<file path="src/rtl/rgb_led_pkg.sv">
// rtl/rgb_led_pkg.sv - shared constants, types and address helper for the RGB LED PWM controller
// Purpose: channel colour indices, default geometry, duty type and register address helper.
// Ports: none (package).

package rgb_led_pkg;

  localparam int NUM_LED_DFLT = 4;
  localparam int DUTY_W_DFLT  = 8;

  localparam int CH_R = 0;
  localparam int CH_G = 1;
  localparam int CH_B = 2;

  localparam int ADDR_EN = 3 * NUM_LED_DFLT;

  typedef logic [DUTY_W_DFLT-1:0] duty_t;

  // Register index of a channel; ch_addr(NUM_LED, CH_R) is the enable-mask slot.
  function automatic int ch_addr(input int led, input int color);
    return 3 * led + color;
  endfunction

endpackage

</file>
<file path="src/rtl/rgb_led_pwm_ctrl_timebase.sv">
// rtl/rgb_led_pwm_ctrl_timebase.sv - shared prescaler and PWM period counter
// Purpose: divides clk by PRESCALE into ticks and counts ticks 0..2^DUTY_W-2.
// Ports:
//   i_clk, i_rst   clock, asynchronous active-high reset
//   o_tick         1 on the last clk cycle of each prescaler interval
//   o_pwm_cnt      current PWM count
//   o_boundary     1 in the cycle whose clock edge ends the PWM period

module pwm_timebase #(
  parameter int DUTY_W   = 8,
  parameter int PRESCALE = 64
) (
  input  logic              i_clk,
  input  logic              i_rst,
  output logic              o_tick,
  output logic [DUTY_W-1:0] o_pwm_cnt,
  output logic              o_boundary
);

  localparam int                PW        = (PRESCALE > 1) ? $clog2(PRESCALE) : 1;
  localparam logic [PW-1:0]     PRESC_MAX = PW'(PRESCALE - 1);
  localparam logic [DUTY_W-1:0] CNT_MAX   = {{(DUTY_W-1){1'b1}}, 1'b0};

  logic [PW-1:0]     r_presc;
  logic [DUTY_W-1:0] r_pwm_cnt;
  logic              w_tick;

  // With PRESCALE = 1 the prescaler is pinned at 0 and the tick is always 1.
  assign w_tick = (r_presc == PRESC_MAX);

  always_ff @(posedge i_clk or posedge i_rst) begin
    if (i_rst) begin
      r_presc <= '0;
    end else if (w_tick) begin
      r_presc <= '0;
    end else begin
      r_presc <= r_presc + PW'(1);
    end
  end

  // Period is 2^DUTY_W-1 ticks so a full-scale duty stays high across the wrap.
  always_ff @(posedge i_clk or posedge i_rst) begin
    if (i_rst) begin
      r_pwm_cnt <= '0;
    end else if (w_tick) begin
      r_pwm_cnt <= (r_pwm_cnt == CNT_MAX) ? '0 : r_pwm_cnt + DUTY_W'(1);
    end
  end

  assign o_tick     = w_tick;
  assign o_pwm_cnt  = r_pwm_cnt;
  assign o_boundary = w_tick && (r_pwm_cnt == CNT_MAX);

endmodule

</file>
<file path="src/rtl/rgb_led_pwm_ctrl.sv">
// rtl/rgb_led_pwm_ctrl.sv - 12-channel double-buffered PWM controller for the RGB LEDs
// Purpose: pending register file written by software, shadow copy at each period
//          boundary, and per-channel duty comparators driving registered LED outputs.
// Ports:
//   clk, reset            clock, asynchronous active-high reset
//   wr_en/wr_addr/wr_data single-cycle register write
//   wr_err                one-cycle pulse after a write to an unmapped address
//   led_r/led_g/led_b     PWM outputs, bit i = LED i
//   period_start          one-cycle pulse in the first cycle of a new period

module rgb_led_pwm_ctrl
  import rgb_led_pkg::*;
#(
  parameter int NUM_LED  = NUM_LED_DFLT,
  parameter int DUTY_W   = DUTY_W_DFLT,
  parameter int PRESCALE = 64
) (
  input  logic               clk,
  input  logic               reset,
  input  logic               wr_en,
  input  logic [3:0]         wr_addr,
  input  logic [DUTY_W-1:0]  wr_data,
  output logic               wr_err,
  output logic [NUM_LED-1:0] led_r,
  output logic [NUM_LED-1:0] led_g,
  output logic [NUM_LED-1:0] led_b,
  output logic               period_start
);

  localparam int         NCH     = 3 * NUM_LED;
  localparam logic [3:0] EN_ADDR = 4'(ch_addr(NUM_LED, CH_R));

  logic [DUTY_W-1:0]  r_pend_duty [NCH];
  logic [DUTY_W-1:0]  r_act_duty  [NCH];
  logic [NUM_LED-1:0] r_pend_en;
  logic [NUM_LED-1:0] r_act_en;
  logic [NUM_LED-1:0] r_led_r;
  logic [NUM_LED-1:0] r_led_g;
  logic [NUM_LED-1:0] r_led_b;
  logic               r_wr_err;
  logic               r_period_start;

  logic               w_tick;
  logic [DUTY_W-1:0]  w_pwm_cnt;
  logic               w_boundary;
  logic               w_load;

  pwm_timebase #(
    .DUTY_W   (DUTY_W),
    .PRESCALE (PRESCALE)
  ) u_timebase (
    .i_clk      (clk),
    .i_rst      (reset),
    .o_tick     (w_tick),
    .o_pwm_cnt  (w_pwm_cnt),
    .o_boundary (w_boundary)
  );

  // Boundary already implies a tick; qualifying again keeps the load single-cycle
  // even if a timebase variant reports the wrap count without the tick.
  assign w_load = w_tick && w_boundary;

  always_ff @(posedge clk or posedge reset) begin
    if (reset) begin
      for (int ch = 0; ch < NCH; ch++) begin
        r_pend_duty[ch] <= '0;
      end
      r_pend_en <= '0;
    end else if (wr_en) begin
      for (int ch = 0; ch < NCH; ch++) begin
        if (wr_addr == 4'(ch)) begin
          r_pend_duty[ch] <= wr_data;
        end
      end
      if (wr_addr == EN_ADDR) begin
        r_pend_en <= wr_data[NUM_LED-1:0];
      end
    end
  end

  // Shadow copy samples pending before any same-edge write lands.
  always_ff @(posedge clk or posedge reset) begin
    if (reset) begin
      for (int ch = 0; ch < NCH; ch++) begin
        r_act_duty[ch] <= '0;
      end
      r_act_en <= '0;
    end else if (w_load) begin
      r_act_duty <= r_pend_duty;
      r_act_en   <= r_pend_en;
    end
  end

  always_ff @(posedge clk or posedge reset) begin
    if (reset) begin
      r_wr_err       <= 1'b0;
      r_period_start <= 1'b0;
    end else begin
      r_wr_err       <= wr_en && (wr_addr > EN_ADDR);
      r_period_start <= w_load;
    end
  end

  always_ff @(posedge clk or posedge reset) begin
    if (reset) begin
      r_led_r <= '0;
      r_led_g <= '0;
      r_led_b <= '0;
    end else begin
      for (int i = 0; i < NUM_LED; i++) begin
        r_led_r[i] <= r_act_en[i] && (w_pwm_cnt < r_act_duty[ch_addr(i, CH_R)]);
        r_led_g[i] <= r_act_en[i] && (w_pwm_cnt < r_act_duty[ch_addr(i, CH_G)]);
        r_led_b[i] <= r_act_en[i] && (w_pwm_cnt < r_act_duty[ch_addr(i, CH_B)]);
      end
    end
  end

  assign led_r        = r_led_r;
  assign led_g        = r_led_g;
  assign led_b        = r_led_b;
  assign wr_err       = r_wr_err;
  assign period_start = r_period_start;

endmodule

</file>
<file path="config.mk">
export PLATFORM = sky130hd
export DESIGN_NAME = rgb_led_pwm_ctrl
export DESIGN_NICKNAME = d
export VERILOG_FILES = /design/src/rtl/rgb_led_pkg.sv /design/src/rtl/rgb_led_pwm_ctrl_timebase.sv /design/src/rtl/rgb_led_pwm_ctrl.sv
export SDC_FILE = /design/constraint.sdc
export NUM_CORES = 1
export LEC_CHECK = 0
export CELL_PAD_IN_SITES_DETAIL_PLACEMENT = 1
export CELL_PAD_IN_SITES_GLOBAL_PLACEMENT = 1
export CORE_UTILIZATION = 34
export DETAILED_ROUTE_END_ITERATION = 8
export PLACE_DENSITY_LB_ADDON = 0.1
export SYNTH_ARGS = -nofsm -noshare
export SYNTH_HDL_FRONTEND = slang
export SYNTH_SLANG_ARGS = --single-unit
export TNS_END_PERCENT = 10
</file>
<file path="constraint.sdc">
create_clock -name clk -period 9 [get_ports clk]
set_input_delay 1.8 -clock clk [delete_from_list [all_inputs] [get_ports clk]]
set_output_delay 1.8 -clock clk [all_outputs]
set_load 0.01 [all_outputs]
</file>
After elaboration in Yosys (flattened, before gate mapping):

Index checks and enable logic that the tools add are counted.

* input port bits: 15
* word-level logic and storage cells: 93
* register bits after elaboration: 228
* output and inout port bits: 14

* mux-type cells: 2
* order comparisons: 13
* reduce and logical (&&, ||, !) cells: 29
* add/sub/neg operators: 2
* equality and inequality tests: 14

Operators with widths (number)
* less-than comparator 8 bit: 12
* AND reduction 2 bit: 13
* == test 4 bit (second input constant): 5
* == test 4 x 3 -> 1 bit (second input constant): 4
* logical AND 1 bit: 15
* adder 8 x 1 -> 8 bit (second input constant): 1
* == test 4 x 2 -> 1 bit (second input constant): 2
* == test 8 bit (second input constant): 1
* 2-to-1 mux 8 bit: 1
* adder 6 x 1 -> 6 bit (second input constant): 1
* == test 6 bit (second input constant): 1
* 2-to-1 mux 6 bit: 1
* == test 4 x 1 -> 1 bit (second input constant): 1
* > comparator 4 bit (second input constant): 1
* logical NOT 4 bit: 1

Depth between registers and ports, before layout:

* depth in word-level cells: 3
* mapped depth: 10
* gate-level depth less buffers: 6

Modules after synthesis:

From an unflattened synthesis, not the netlist that was laid out.

* cells, all modules: 891
* area, all modules: 10558.9 µm²

Modules (own cells, without submodules)
* rgb_led_pwm_ctrl: cells an instance 820, instances 1, area each 9830.7 µm², seq. area each 5355.1 µm²
* pwm_timebase: cells an instance 71, instances 1, area each 728.2 µm², seq. area each 350.3 µm²

Worst setup path before layout:

OpenSTA, ideal clock, no wires.

* kind: input to register
* start: input wr_addr[0]
* end: register r_pend_en[0]
* stages on the path: 4
* required time: 8.875 ns
* buffers on the path: 1
* arrival time: 2.700 ns
* slack: 6.175 ns
* setup time: 0.125 ns
* cell sequence: nor3b_2 and3_1 clkbuf_1 mux2_2

* longest elaborated chain between the ends: 2

Ends and longest elaborated chain
* start, declared: line rgb_led_pwm_ctrl.sv:21 `input logic [3:0] wr_addr,`
* == test 4 bit: line rgb_led_pwm_ctrl.sv:75 `if (wr_addr == EN_ADDR) begin`
* AND reduction 2 bit (no line)
* end signal, assigned: line rgb_led_pwm_ctrl.sv:76 `r_pend_en <= wr_data[NUM_LED-1:0];`
* end, declared: line rgb_led_pwm_ctrl.sv:35 `logic [NUM_LED-1:0] r_pend_en;`

No other way between the ends.
A chain may end at the register's enable or synchronous reset.

==> results.json <==
{
  "post_cts.repair.setup_buffers": 0,
  "num_rows": 66,
  "synth_top_area_share_pct": 51.1,
  "p_per_area_nw_per_um2": 192,
  "postCtsHoldBufs": 0,
  "synth-seq-cells": 228,
  "dieHeight_um": 183,
  "final_cell_mix": "dfrtp_1, mux2_2, inv_1",
  "fin_util_pct": 39.2,
  "root_buffer": "clkbuf_16",
  "setup_slack_ns": 5.66,
  "clock_skew_ns": 0.0146,
  "clk_latency_ns": 0.54,
  "drv_slew": 0,
  "min_period_ns": 3.34,
  "grt_pass1_vias": 7258,
  "irDropWorstVdd_mv": 0.138,
  "p_leak_nw": 5.66,
  "tns_ns": 0,
  "final_layout_size_suffix_gt1_share_pct": 30.7,
  "cp_data_required_time_ns": 9.53,
  "coreArea_sq_um": 32500,
  "fmax_mhz": 299,
  "via_per_inst": 4.87,
  "fin_nets": 951,
  "initial_core_util_pct": 34.4,
  "end_kind": "asynchronous set/reset pin",
  "netlist_area_sq_um": 11200,
  "dp.cells": 1261,
  "grt_overflow": 0,
  "grt_pass1_wl_um": 43200,
  "crit_arrival_ns": 3.88,
  "io_buffers": 28,
  "area_growth_pct": 14.0,
  "cts.sink_count": 228,
  "firstDrtPassIters": 4,
  "stdcell_count": 1314,
  "die_w_um": 183,
  "dp.final_hpwl_um": 16200,
  "synth_cell_types": 47,
  "wl_per_cell_um": 20.4,
  "rsz0062_at_grt": "no",
  "cp-start-kind": "input pin",
  "hp-class": "register to register",
  "synth_async_sr_flop_share_pct": 100,
  "h-tree-depth": 1,
  "post-place-ws_ns": 4.99,
  "ys_seq_area_share_pct": 51.1,
  "cts_inserted_buffers": 28,
  "path_class": "input pin to asynchronous set/reset pin",
  "path_clk_slew_ns": 0.05,
  "ys.flop_type": "dfrtp_1",
  "status": "completed",
  "worst_slew_pin_slew_ns": 1.16,
  "slew_headroom_pct": 22.3,
  "synthCells": 806,
  "track_usage_pct": 17.0,
  "finalCritPeriodShare_pct": 37.1,
  "setup_viol": 0,
  "holdWs_ns": 0.488,
  "syn_area_per_cell_sq_um": 13.9,
  "final_common_cell": "dfrtp_1",
  "yosys_warnings": 0,
  "dr_total_vias": 6395,
  "syn-num-nets": 908,
  "synth_edf_count": 0,
  "synthTopCellsByArea": "dfrtp_1, mux2_4, mux2_2, ha_1, inv_1",
  "boundaryPins": 29,
  "hold_viol_final": 0,
  "drv_cap": 0,
  "drt_wl_total_um": 26800,
  "drtIter0Drc": 262,
  "post-synth-top-area-cell": "dfrtp_1",
  "cts_tree": "built",
  "ctsResizeCount": 0,
  "drc": 0,
  "clockBufferDepth": 3,
  "dieArea_sq_um": 33600,
  "antenna_found_initial": 1,
  "final_antenna_net_count": 0,
  "globalplace.congestion": 0.717,
  "critical_path_peak_fanout": 108,
  "grt_max_degree": 109
}
## routing by layer
layer | track usage (%) | up-vias | wire, um
li1 | - | 2933 | -
met1 | 22.4 | 3359 | 12500
met2 | 29.1 | 71 | 13000
met3 | 2.18 | 32 | 627
met4 | 4.67 | 0 | 640
met5 | 0 | - | 0
## registers in the layout, summed over array words and instances (netlist names)
signal / flops
r_act_duty: 96
led_r: 4
led_g: 4
u_timebase.r_presc: 6
r_pend_en: 4
u_timebase.o_pwm_cnt: 8
r_pend_duty: 96
wr_err: 1
led_b: 4
r_act_en: 4
period_start: 1
## per-stage QoR
stage               power (mW)  area, sq um
finish                    2.44        12700
global route              2.55        12700
CTS                       2.49        12700
detailed placement        1.36        11800
global placement          1.34        11800
floorplan                 1.30        11200
## layout make-up
class / instances / area, sq um
Tap cell: 442 / 553
Inverter: 94 / 360
Clock buffer: 44 / 852
Fill cell: 3348 / 19700
Clock inverter: 8 / 65.1
Multi-Input combinational cell: 458 / 4840
Antenna cell: 1 / 2.50
Timing Repair Buffer: 39 / 363
Sequential cell: 228 / 5710
## synthesized netlist by cell type (all sizes together) (7+ instances only)
library cell and n:
nand3 7, o21ai 10, a21oi 23, clkbuf 10, o2111a 7, inv 94, nand2 18, ha 87
buf 16, dfrtp 228, nand2b 7, nor2 16, o2111ai 16, mux2 200, a2111oi 7
## logic make-up (layout without fill, tap and decap cells)
kind of cell / Yosys count / in the layout / synth area share (%)
multiplexers: 200 / 200 / 23.2
buffers and inverters: 120 / 185 / 5.63
AND/OR/NAND/NOR: 82 / 82 / 4.61
flip-flops: 228 / 228 / 51.1
adder cells (fa/ha/maj): 87 / 87 / 9.74
XOR/XNOR: 3 / 3 / 0.235
AO/OA/AOI/OAI: 86 / 86 / 5.54
other: 0 / 1 / 0
## worst max-delay path, stage by stage
cell and delay [ns]:
clkdlybuf4s50_1 0.50, inv_8 0.53, buf_4 0.85
## where the power goes
| group | total (mW) | internal, mW | switching, mW | leakage [nW] |
|---|---|---|---|---|
| Sequential | 1.18 | 1.13 | 0.0542 | 3.00 |
| Combinational | 0.152 | 0.0858 | 0.0663 | 2.20 |
| Clock | 1.10 | 0.673 | 0.430 | 0.459 |
| Total | 2.44 | 1.89 | 0.551 | 5.66 |
## worst paths after layout
kind | startpoint | slack, ns | cells past startpoint | end
worst min register to register | r_pend_duty[83] | 0.49 | 1 | r_pend_duty[83]
max in group clk | wr_en | 5.79 | 4 | r_pend_duty[60]
worst max register to register | u_timebase.o_pwm_cnt[1] | 5.83 | 6 | r_act_duty[49]
worst max-delay path | reset | 5.66 | 3 | u_timebase.o_pwm_cnt[1]
min in group asynchronous | reset | 1.80 | 2 | r_act_duty[69]
worst min-delay path | r_pend_duty[83] | 0.49 | 1 | r_pend_duty[83]
Power figures use the tool's default switching activity.
